<file path="src/rtl/mem_arb_pkg.sv">
// Shared types and defaults for the two-requester byte-memory arbiter.
// Latency: n/a (types and constants only).
// Backpressure: n/a.
package mem_arb_pkg;

  localparam int ADDR_W_DEF    = 17;
  localparam int MEM_DEPTH_DEF = 66564;

  typedef enum logic [1:0] {
    IDLE  = 2'd0,
    ISSUE = 2'd1,
    RESP  = 2'd2
  } state_e;

  typedef enum logic {
    CORE = 1'b0,
    DMA  = 1'b1
  } owner_e;

endpackage

</file>
<file path="src/rtl/mem_arb_rr.sv">
// Two-way round-robin picker between core and dma requests.
// Latency: purely combinational.
// Backpressure: none; the caller samples the result only when it can grant.
//
// Ports:
//   core_req, dma_req : pending requests
//   last_owner        : requester granted most recently (0=core, 1=dma)
//   grant_valid       : at least one request pending
//   winner            : selected requester (0=core, 1=dma)
module mem_arb_rr
  import mem_arb_pkg::*;
(
  input  logic core_req,
  input  logic dma_req,
  input  logic last_owner,
  output logic grant_valid,
  output logic winner
);

  always_comb begin
    grant_valid = core_req | dma_req;
    // On a tie, the requester that did not win last time goes next.
    if (core_req && dma_req) begin
      winner = (last_owner == CORE) ? DMA : CORE;
    end else begin
      winner = dma_req ? DMA : CORE;
    end
  end

endmodule

</file>
<file path="src/rtl/mem_arbiter.sv">
// Arbitrates a core and a dma requester onto one single-port byte RAM.
// Latency: req in IDLE cycle 0 -> mem_en cycle 1 -> ack cycle 2 -> IDLE cycle 3.
// Backpressure: requests are held until ack; requests seen outside IDLE are ignored.
//
// Ports:
//   clk, rst                         : clock, asynchronous active-low reset
//   core_* / dma_*                   : req/we/addr/wdata in, ack/rdata/err out
//   mem_en/mem_we/mem_addr/mem_wdata : registered RAM port, mem_rdata back
//   busy, owner                      : transaction in flight, its owner (0=core, 1=dma)
//   core_grants, dma_grants          : grant counters, built only with MEM_ARB_STATS_EN
module mem_arbiter
  import mem_arb_pkg::*;
#(
  parameter int ADDR_W    = ADDR_W_DEF,
  parameter int MEM_DEPTH = MEM_DEPTH_DEF
) (
  input  logic              clk,
  input  logic              rst,

  input  logic              core_req,
  input  logic              core_we,
  input  logic [ADDR_W-1:0] core_addr,
  input  logic [7:0]        core_wdata,
  output logic              core_ack,
  output logic [7:0]        core_rdata,
  output logic              core_err,

  input  logic              dma_req,
  input  logic              dma_we,
  input  logic [ADDR_W-1:0] dma_addr,
  input  logic [7:0]        dma_wdata,
  output logic              dma_ack,
  output logic [7:0]        dma_rdata,
  output logic              dma_err,

  output logic              mem_en,
  output logic              mem_we,
  output logic [ADDR_W-1:0] mem_addr,
  output logic [7:0]        mem_wdata,
  input  logic [7:0]        mem_rdata,

  output logic              busy,
  output logic              owner,
  output logic [15:0]       core_grants,
  output logic [15:0]       dma_grants
);

  state_e            state;
  logic              last_owner;
  logic              lat_we;
  logic              lat_err;

  logic              grant_valid;
  logic              winner;
  logic              sel_we;
  logic [ADDR_W-1:0] sel_addr;
  logic [7:0]        sel_wdata;
  logic              sel_in_range;

  mem_arb_rr u_rr (
    .core_req    (core_req),
    .dma_req     (dma_req),
    .last_owner  (last_owner),
    .grant_valid (grant_valid),
    .winner      (winner)
  );

  always_comb begin
    sel_we       = (winner == DMA) ? dma_we    : core_we;
    sel_addr     = (winner == DMA) ? dma_addr  : core_addr;
    sel_wdata    = (winner == DMA) ? dma_wdata : core_wdata;
    sel_in_range = (32'(sel_addr) < 32'(MEM_DEPTH));
  end

  // mem_addr/mem_wdata double as the latched request fields; mem_en and
  // mem_we are only raised for in-range accesses so a bad address never
  // touches the RAM.
  always_ff @(posedge clk or negedge rst) begin
    if (!rst) begin
      state      <= IDLE;
      busy       <= 1'b0;
      owner      <= CORE;
      last_owner <= DMA;
      lat_we     <= 1'b0;
      lat_err    <= 1'b0;
      mem_en     <= 1'b0;
      mem_we     <= 1'b0;
      mem_addr   <= '0;
      mem_wdata  <= '0;
      core_ack   <= 1'b0;
      core_err   <= 1'b0;
      dma_ack    <= 1'b0;
      dma_err    <= 1'b0;
    end else begin
      case (state)
        IDLE: begin
          if (grant_valid) begin
            state      <= ISSUE;
            busy       <= 1'b1;
            owner      <= winner;
            last_owner <= winner;
            lat_we     <= sel_we;
            lat_err    <= ~sel_in_range;
            mem_en     <= sel_in_range;
            mem_we     <= sel_we & sel_in_range;
            mem_addr   <= sel_addr;
            mem_wdata  <= sel_wdata;
          end
        end
        ISSUE: begin
          state    <= RESP;
          mem_en   <= 1'b0;
          mem_we   <= 1'b0;
          core_ack <= (owner == CORE);
          core_err <= (owner == CORE) & lat_err;
          dma_ack  <= (owner == DMA);
          dma_err  <= (owner == DMA) & lat_err;
        end
        RESP: begin
          state    <= IDLE;
          busy     <= 1'b0;
          core_ack <= 1'b0;
          core_err <= 1'b0;
          dma_ack  <= 1'b0;
          dma_err  <= 1'b0;
        end
        default: begin
          state <= IDLE;
          busy  <= 1'b0;
        end
      endcase
    end
  end

  // RAM data arrives the cycle after mem_en, i.e. exactly in RESP while the
  // ack register is high, so it is steered straight through.
  always_comb begin
    core_rdata = (core_ack && !lat_we && !lat_err) ? mem_rdata : 8'h00;
    dma_rdata  = (dma_ack  && !lat_we && !lat_err) ? mem_rdata : 8'h00;
  end

`ifdef MEM_ARB_STATS_EN
  logic grant_fire;
  assign grant_fire = (state == IDLE) && grant_valid;

  always_ff @(posedge clk or negedge rst) begin
    if (!rst) begin
      core_grants <= 16'h0000;
      dma_grants  <= 16'h0000;
    end else if (grant_fire) begin
      if (winner == CORE && core_grants != 16'hFFFF) core_grants <= core_grants + 16'h0001;
      if (winner == DMA  && dma_grants  != 16'hFFFF) dma_grants  <= dma_grants  + 16'h0001;
    end
  end
`else
  assign core_grants = 16'h0000;
  assign dma_grants  = 16'h0000;
`endif

endmodule

</file>
<file path="config.mk">
export PLATFORM = sky130hd
export DESIGN_NAME = mem_arbiter
export DESIGN_NICKNAME = d
export VERILOG_FILES = /design/src/rtl/mem_arb_pkg.sv /design/src/rtl/mem_arb_rr.sv /design/src/rtl/mem_arbiter.sv
export SDC_FILE = /design/constraint.sdc
export NUM_CORES = 1
export LEC_CHECK = 0
export ABC_AREA = 1
export CORE_ASPECT_RATIO = 1.5
export CORE_MARGIN = 2
export CORE_UTILIZATION = 41
export DETAILED_ROUTE_END_ITERATION = 7
export GPL_ROUTABILITY_DRIVEN = 0
export HOLD_SLACK_MARGIN = 0.15
export PLACE_DENSITY = 0.83
export SLEW_MARGIN = 20
export SYNTH_ARGS = -nofsm -noshare
export SYNTH_HDL_FRONTEND = slang
export SYNTH_SLANG_ARGS = --single-unit
</file>
<file path="constraint.sdc">
create_clock -name clk -period 4.8 [get_ports clk]
set_clock_uncertainty 0.15 [all_clocks]
set_input_delay 1.2 -clock clk [delete_from_list [all_inputs] [get_ports clk]]
set_output_delay 1.2 -clock clk [all_outputs]
set_load 0.05 [all_outputs]
</file>
==> results.tsv, run 1 <==
stage	metric	value	unit
layout	finish.utilization	61.1	%
logic_synthesis	ys_seq_elements	38	
drt	ant_nets	0	
layout	diodes	0	
layout	drive_above_1_share	6.09	%
logic_synthesis	synth-main-ff-cell	dfrtp_1	
clocking	numCtsBuffers	5	
sta	hold_violations	0	
layout	largest_reg_flops	17	
sta	setup_violations	0	
power	p_seq_share	24.7	%
setup_path	path_buf_inv	3	
power	intPower	1090	uW
setup_path	cp_slowest_cell	clkdlybuf4s50_1	
setup_path	max_stage_delay	830	ps
drt	initialDrtViolationCount	88	
setup_path	crit_chain	clkdlybuf4s50_1 -> inv_1 -> nor2_1 -> clkdlybuf4s50_1	
clocking	postCtsSetupBuffers	0	
setup_path	crit_path_end_kind	output port	
power	switching_share	52.5	%
run_status	status	complete, no violations	
power	pwr-share-clk	11.6	%
setup_path	crit_required	3450	ps
die	core	5700	um^2
layout	regMostFlops	mem_addr	
global_routing	grt_max_degree	39	
layout	layout_commonest_cell	clkdlybuf4s50_1	
clocking	clock_latency	290	ps
sta	rsz0062_at_grt	no	
sta	fin_crit	4020	ps
logic_synthesis	synth_edf_count	0	
drt	routed_via_density	4.63	
clocking	root_buffer	clkbuf_8	
global_routing	grt_pass1_vias	2306	
power	powerDensity	659	nW/um^2
placement	pre_cts_slack	788	ps
power	leakage	0.00169	uW
power	fin_total_pwr	2290	uW
sta	tightest_slew	849	ps
drt	routed_wl	5990	um
setup_path	cp-start-kind	primary input	
logic_synthesis	synth_seq_area_share	40.1	%
clocking	post_cts_resized	0	
layout	reg_top3	mem_addr (17), mem_wdata (8), state (2)	
die	die-area	6440	um^2
drt	drcViolationCount	0	
sta	tns	0	ps
sta	setup_ws	781	ps
global_routing	grt_usage	19.8	%
global_routing	grt_pass1_wl	10100	um
logic_synthesis	syn_area	2380	um^2
layout	final_cell_mix	111 x clkdlybuf4s50_1, 77 x nand2_1, 37 x inv_1, 37 x nor2_1, 37 x dfrtp_1	
setup_path	path_common_cell	clkdlybuf4s50_1	
clocking	clk_pin_slew	80	ps
min_path	hold_path.class	reg2reg	
logic_synthesis	ys_warn_count	0	
die	io_pins	145	
setup_path	critPathTopFamily	buffers and inverters	
sta	fin_hold_ws	336	ps
sta	maxSlewViolCount	0	
drt	vias	2312	
sta	max_freq	0.249	GHz
logic_synthesis	async_reset_ff_share	100	%
setup_path	cp_max_fo	2	
global_routing	overflow	0	
setup_path	cp.arrival	2670	ps
layout	syn2layout_area_growth	46.5	%
logic_synthesis	syn-instance-count	319	
global_routing	antenna_found_initial	0	
die	rows	34	
setup_path	regToRegSetupSlack	2710	ps
clocking	cts_htree_levels	2	
die	die_w	66.2	um
clocking	clock-sinks	38	
clocking	clockBufferDepth	2	
power	p_comb_share	63.7	%
layout	fin_nets	493	
placement	place_hpwl	4620	um
clocking	hold_buffers	0	
sta	fin_crit_sh	83.7	%
placement	port_buffers	112	
sta	max_slew_margin	43.4	%
logic_synthesis	synth_cell_types	26	
logic_synthesis	avgSynthCellArea	7.45	um^2
die	die_h	97.3	um
die	initial_core_util	41.7	%
power	switching_power	1200	uW
power	ir_worst_vdd	0.307	mV
setup_path	setup.worst_path.class	in2out	
drt	drt-wirelength-per-cell	12.0	um
drt	firstDrtPassIters	4	
clocking	tritoncts	built	
job	drv_cap	0	
-- layout make-up --
| cell class | instances | area [um^2] |
|---|---|---|
| Clock buffer | 5 | 68.8 |
| Clock inverter | 3 | 40.0 |
| Fill cell | 533 | 2220 |
| Inverter | 37 | 139 |
| Multi-Input combinational cell | 230 | 1060 |
| Sequential cell | 38 | 952 |
| Tap cell | 72 | 90.1 |
| Timing Repair Buffer | 114 | 1130 |
-- synthesized netlist by cell type, types with 4 or more instances --
| library cell | number | area, um^2 |
|---|---|---|
| nand2_2 | 7 | 43.8 |
| nand3_1 | 11 | 55.1 |
| buf_4 | 35 | 263 |
| nor2_1 | 37 | 139 |
| o21ai_0 | 25 | 125 |
| o21ai_1 | 16 | 80.1 |
| inv_1 | 37 | 139 |
| dfrtp_1 | 37 | 926 |
| nand2_1 | 77 | 289 |
| clkbuf_1 | 4 | 15.0 |
| nand3b_1 | 7 | 52.6 |
-- layer usage --
| layer | global-route usage (%) | vias up | wire length (um) |
|---|---|---|---|
| met3 | 3.94 | 12 | 455 |
| met5 | 0 | - | 0 |
| met4 | 8.01 | 0 | 145 |
| met2 | 37.1 | 104 | 3170 |
| li1 | - | 1136 | - |
| met1 | 20.6 | 1060 | 2220 |
-- tightest hold or removal path, cell delays in order (launching register included) --
cell and delay [ps]:
dfrtp_1 350, nand2_1 50, nand2_1 50
-- power by group through the flow --
stage	Clock, uW	Sequential, uW	Combinational (uW)
floorplan	0	1030	572
global placement	0	565	1450
detailed placement	0	572	1470
CTS	274	567	1480
global route	285	588	1560
finish	266	566	1460
-- per-stage QoR --
step | std cells | cell area [um^2]
finish | 499 | 3480
global route | 499 | 3480
CTS | 499 | 3480
detailed placement | 491 | 3370
global placement | 491 | 3370
floorplan | 350 | 2490
-- final timing paths --
kind	startpoint	end	cells past startpoint
setup reg to reg	last_owner	lat_err	11
min in group asynchronous	rst	mem_addr[8]	1
setup / recovery	mem_rdata[1]	core_rdata[1]	4
hold / removal	mem_we	mem_we	2
max in group asynchronous	rst	lat_err	1
hold reg to reg	mem_we	mem_we	2
-- cells by family after synthesis --
kind of cell | count (synthesis) | share of synthesized area (%)
other | 1 | 0.158
buffers and inverters | 82 | 20.2
flip-flops | 38 | 40.1
AO/OA/AOI/OAI | 50 | 11.1
AND/OR/NAND/NOR | 145 | 26.9
adder cells (fa/ha/maj) | 3 | 1.58
No activity file was read; power rests on OpenSTA's default activity.
==> inputs of run 2 (changes only) <==
CORE_UTILIZATION = 34   (was 41)
PLACE_DENSITY = 0.73   (was 0.83)
clock period = 3.25 ns   (was 4.8 ns; I/O delays follow)
==> results.tsv, run 2 (synthesized netlist as in run 1, its figures left out) <==
stage	metric	value	unit
run_status	status	complete, no violations	
job	drv_cap	0	
sta	tightest_slew	851	ps
drt	drt-wirelength-per-cell	12.6	um
setup_path	setup.worst_path.class	in2out	
layout	reg_top3	mem_addr (17), mem_wdata (8), state (2)	
placement	place_hpwl	5060	um
clocking	hold_buffers	0	
clocking	cts_htree_levels	2	
layout	fin_nets	495	
placement	port_buffers	112	
power	p_comb_share	66.5	%
layout	largest_reg_flops	17	
layout	final_cell_mix	95 x clkdlybuf4s50_1, 77 x nand2_1, 37 x inv_1, 37 x nor2_1, 37 x dfrtp_1	
sta	setup_ws	606	ps
layout	finish.utilization	53.4	%
sta	tns	0	ps
layout	layout_commonest_cell	clkdlybuf4s50_1	
setup_path	crit_required	2290	ps
die	io_pins	145	
power	p_seq_share	24.7	%
setup_path	cp.arrival	1680	ps
power	switching_power	1810	uW
sta	setup_violations	0	
power	switching_share	52.8	%
die	die_h	106	um
layout	drive_above_1_share	10.0	%
die	rows	37	
placement	place_area	3560	um^2
die	initial_core_util	34.9	%
power	fin_total_pwr	3420	uW
drt	ant_nets	0	
global_routing	antenna_found_initial	0	
drt	routed_via_density	4.55	
power	leakage	0.00176	uW
sta	fin_crit	2640	ps
layout	postLayoutCellArea	3630	um^2
global_routing	grt_usage	17.3	%
power	powerDensity	942	nW/um^2
clocking	tritoncts	built	
global_routing	grt_pass1_vias	2340	
clocking	clock-sinks	38	
global_routing	overflow	0	
die	die-area	7690	um^2
clocking	clk_pin_slew	70	ps
sta	max_slew_margin	43.3	%
clocking	post_cts_resized	0	
drt	vias	2302	
power	intPower	1610	uW
setup_path	r2r-end	mem_addr[13]	
setup_path	worstRegToRegCells	8	
setup_path	regToRegSetupSlack	1280	ps
setup_path	crit_end	dma_rdata[5]	
global_routing	grt_max_degree	39	
layout	syn2layout_area_growth	52.9	%
clocking	postCtsSetupBuffers	0	
drt	drcViolationCount	0	
drt	firstDrtPassIters	4	
clocking	clockBufferDepth	2	
power	pwr-share-clk	8.8	%
sta	maxSlewViolCount	0	
layout	regMostFlops	mem_addr	
min_path	hold_path.class	reg2reg	
setup_path	cp_slowest_cell	clkdlybuf4s50_1	
layout	diodes	0	
placement	pre_cts_slack	453	ps
setup_path	r2r-start	state[0]	
sta	rsz0062_at_grt	no	
setup_path	crit_start	mem_rdata[5]	
setup_path	cp_max_fo	2	
drt	initialDrtViolationCount	68	
clocking	numCtsBuffers	5	
setup_path	cp-start-kind	primary input	
setup_path	max_stage_delay	460	ps
clocking	clock_latency	280	ps
power	ir_worst_vdd	0.394	mV
drt	routed_wl	6400	um
global_routing	grt_pass1_wl	10500	um
die	die_w	72.3	um
clocking	root_buffer	clkbuf_8	
die	core	6810	um^2
setup_path	crit_chain	clkdlybuf4s50_1 -> inv_1 -> nor2_1 -> buf_12	
sta	fin_crit_sh	81.3	%
sta	max_freq	0.378	GHz
setup_path	crit_path_end_kind	output port	
sta	hold_violations	0	
[run 2: power groups by stage]
stage | Clock [uW] | Combinational [uW] | Sequential, uW
final | 300 | 2280 | 846
after detailed placement | 0 | 2290 | 856
after floorplan | 0 | 846 | 1510
after global placement | 0 | 2260 | 855
after global routing | 330 | 2430 | 877
after CTS | 313 | 2300 | 851
[run 2: cell type report]
cell class,instances,area [um^2]
fill,659,3170
timing repair buffer,116,1310
multi-input combinational,230,1060
sequential,38,952
inverter,37,139
tap,78,97.6
clock buffer,5,68.8
clock inverter,2,10.0
[run 2: critical path: cells and delay by family]
| family | cells | cell delay [ps] |
|---|---|---|
| buffers and inverters | 3 | 680 |
| and+or+nand+nor | 1 | 180 |
[run 2: worst min path at each step]
stage,slack [ps],start,depth (start not counted),to
2_1_floorplan,300,lat_err,2,lat_err
3_3_place_gp,320,mem_en,2,mem_en
3_5_place_dp,330,mem_wdata[6],2,mem_wdata[6]
4_1_cts,350,mem_wdata[6],2,mem_wdata[6]
5_1_grt,370,mem_addr[7],2,mem_addr[7]
6_report,340,mem_wdata[6],2,mem_wdata[6]
[run 2: per-layer routing]
layer  GRT usage (%)  share of wire, %
met1            18.3                37
met2            31.3                52
met3            4.08               8.4
met4            8.09               2.9
met5               0                 0
[run 2: stage by stage]
step                hold WS [ps]  instances
floorplan                    299        350
global placement             318        499
detailed placement           331        499
CTS                          347        506
global route                 367        506
finish                       340        506
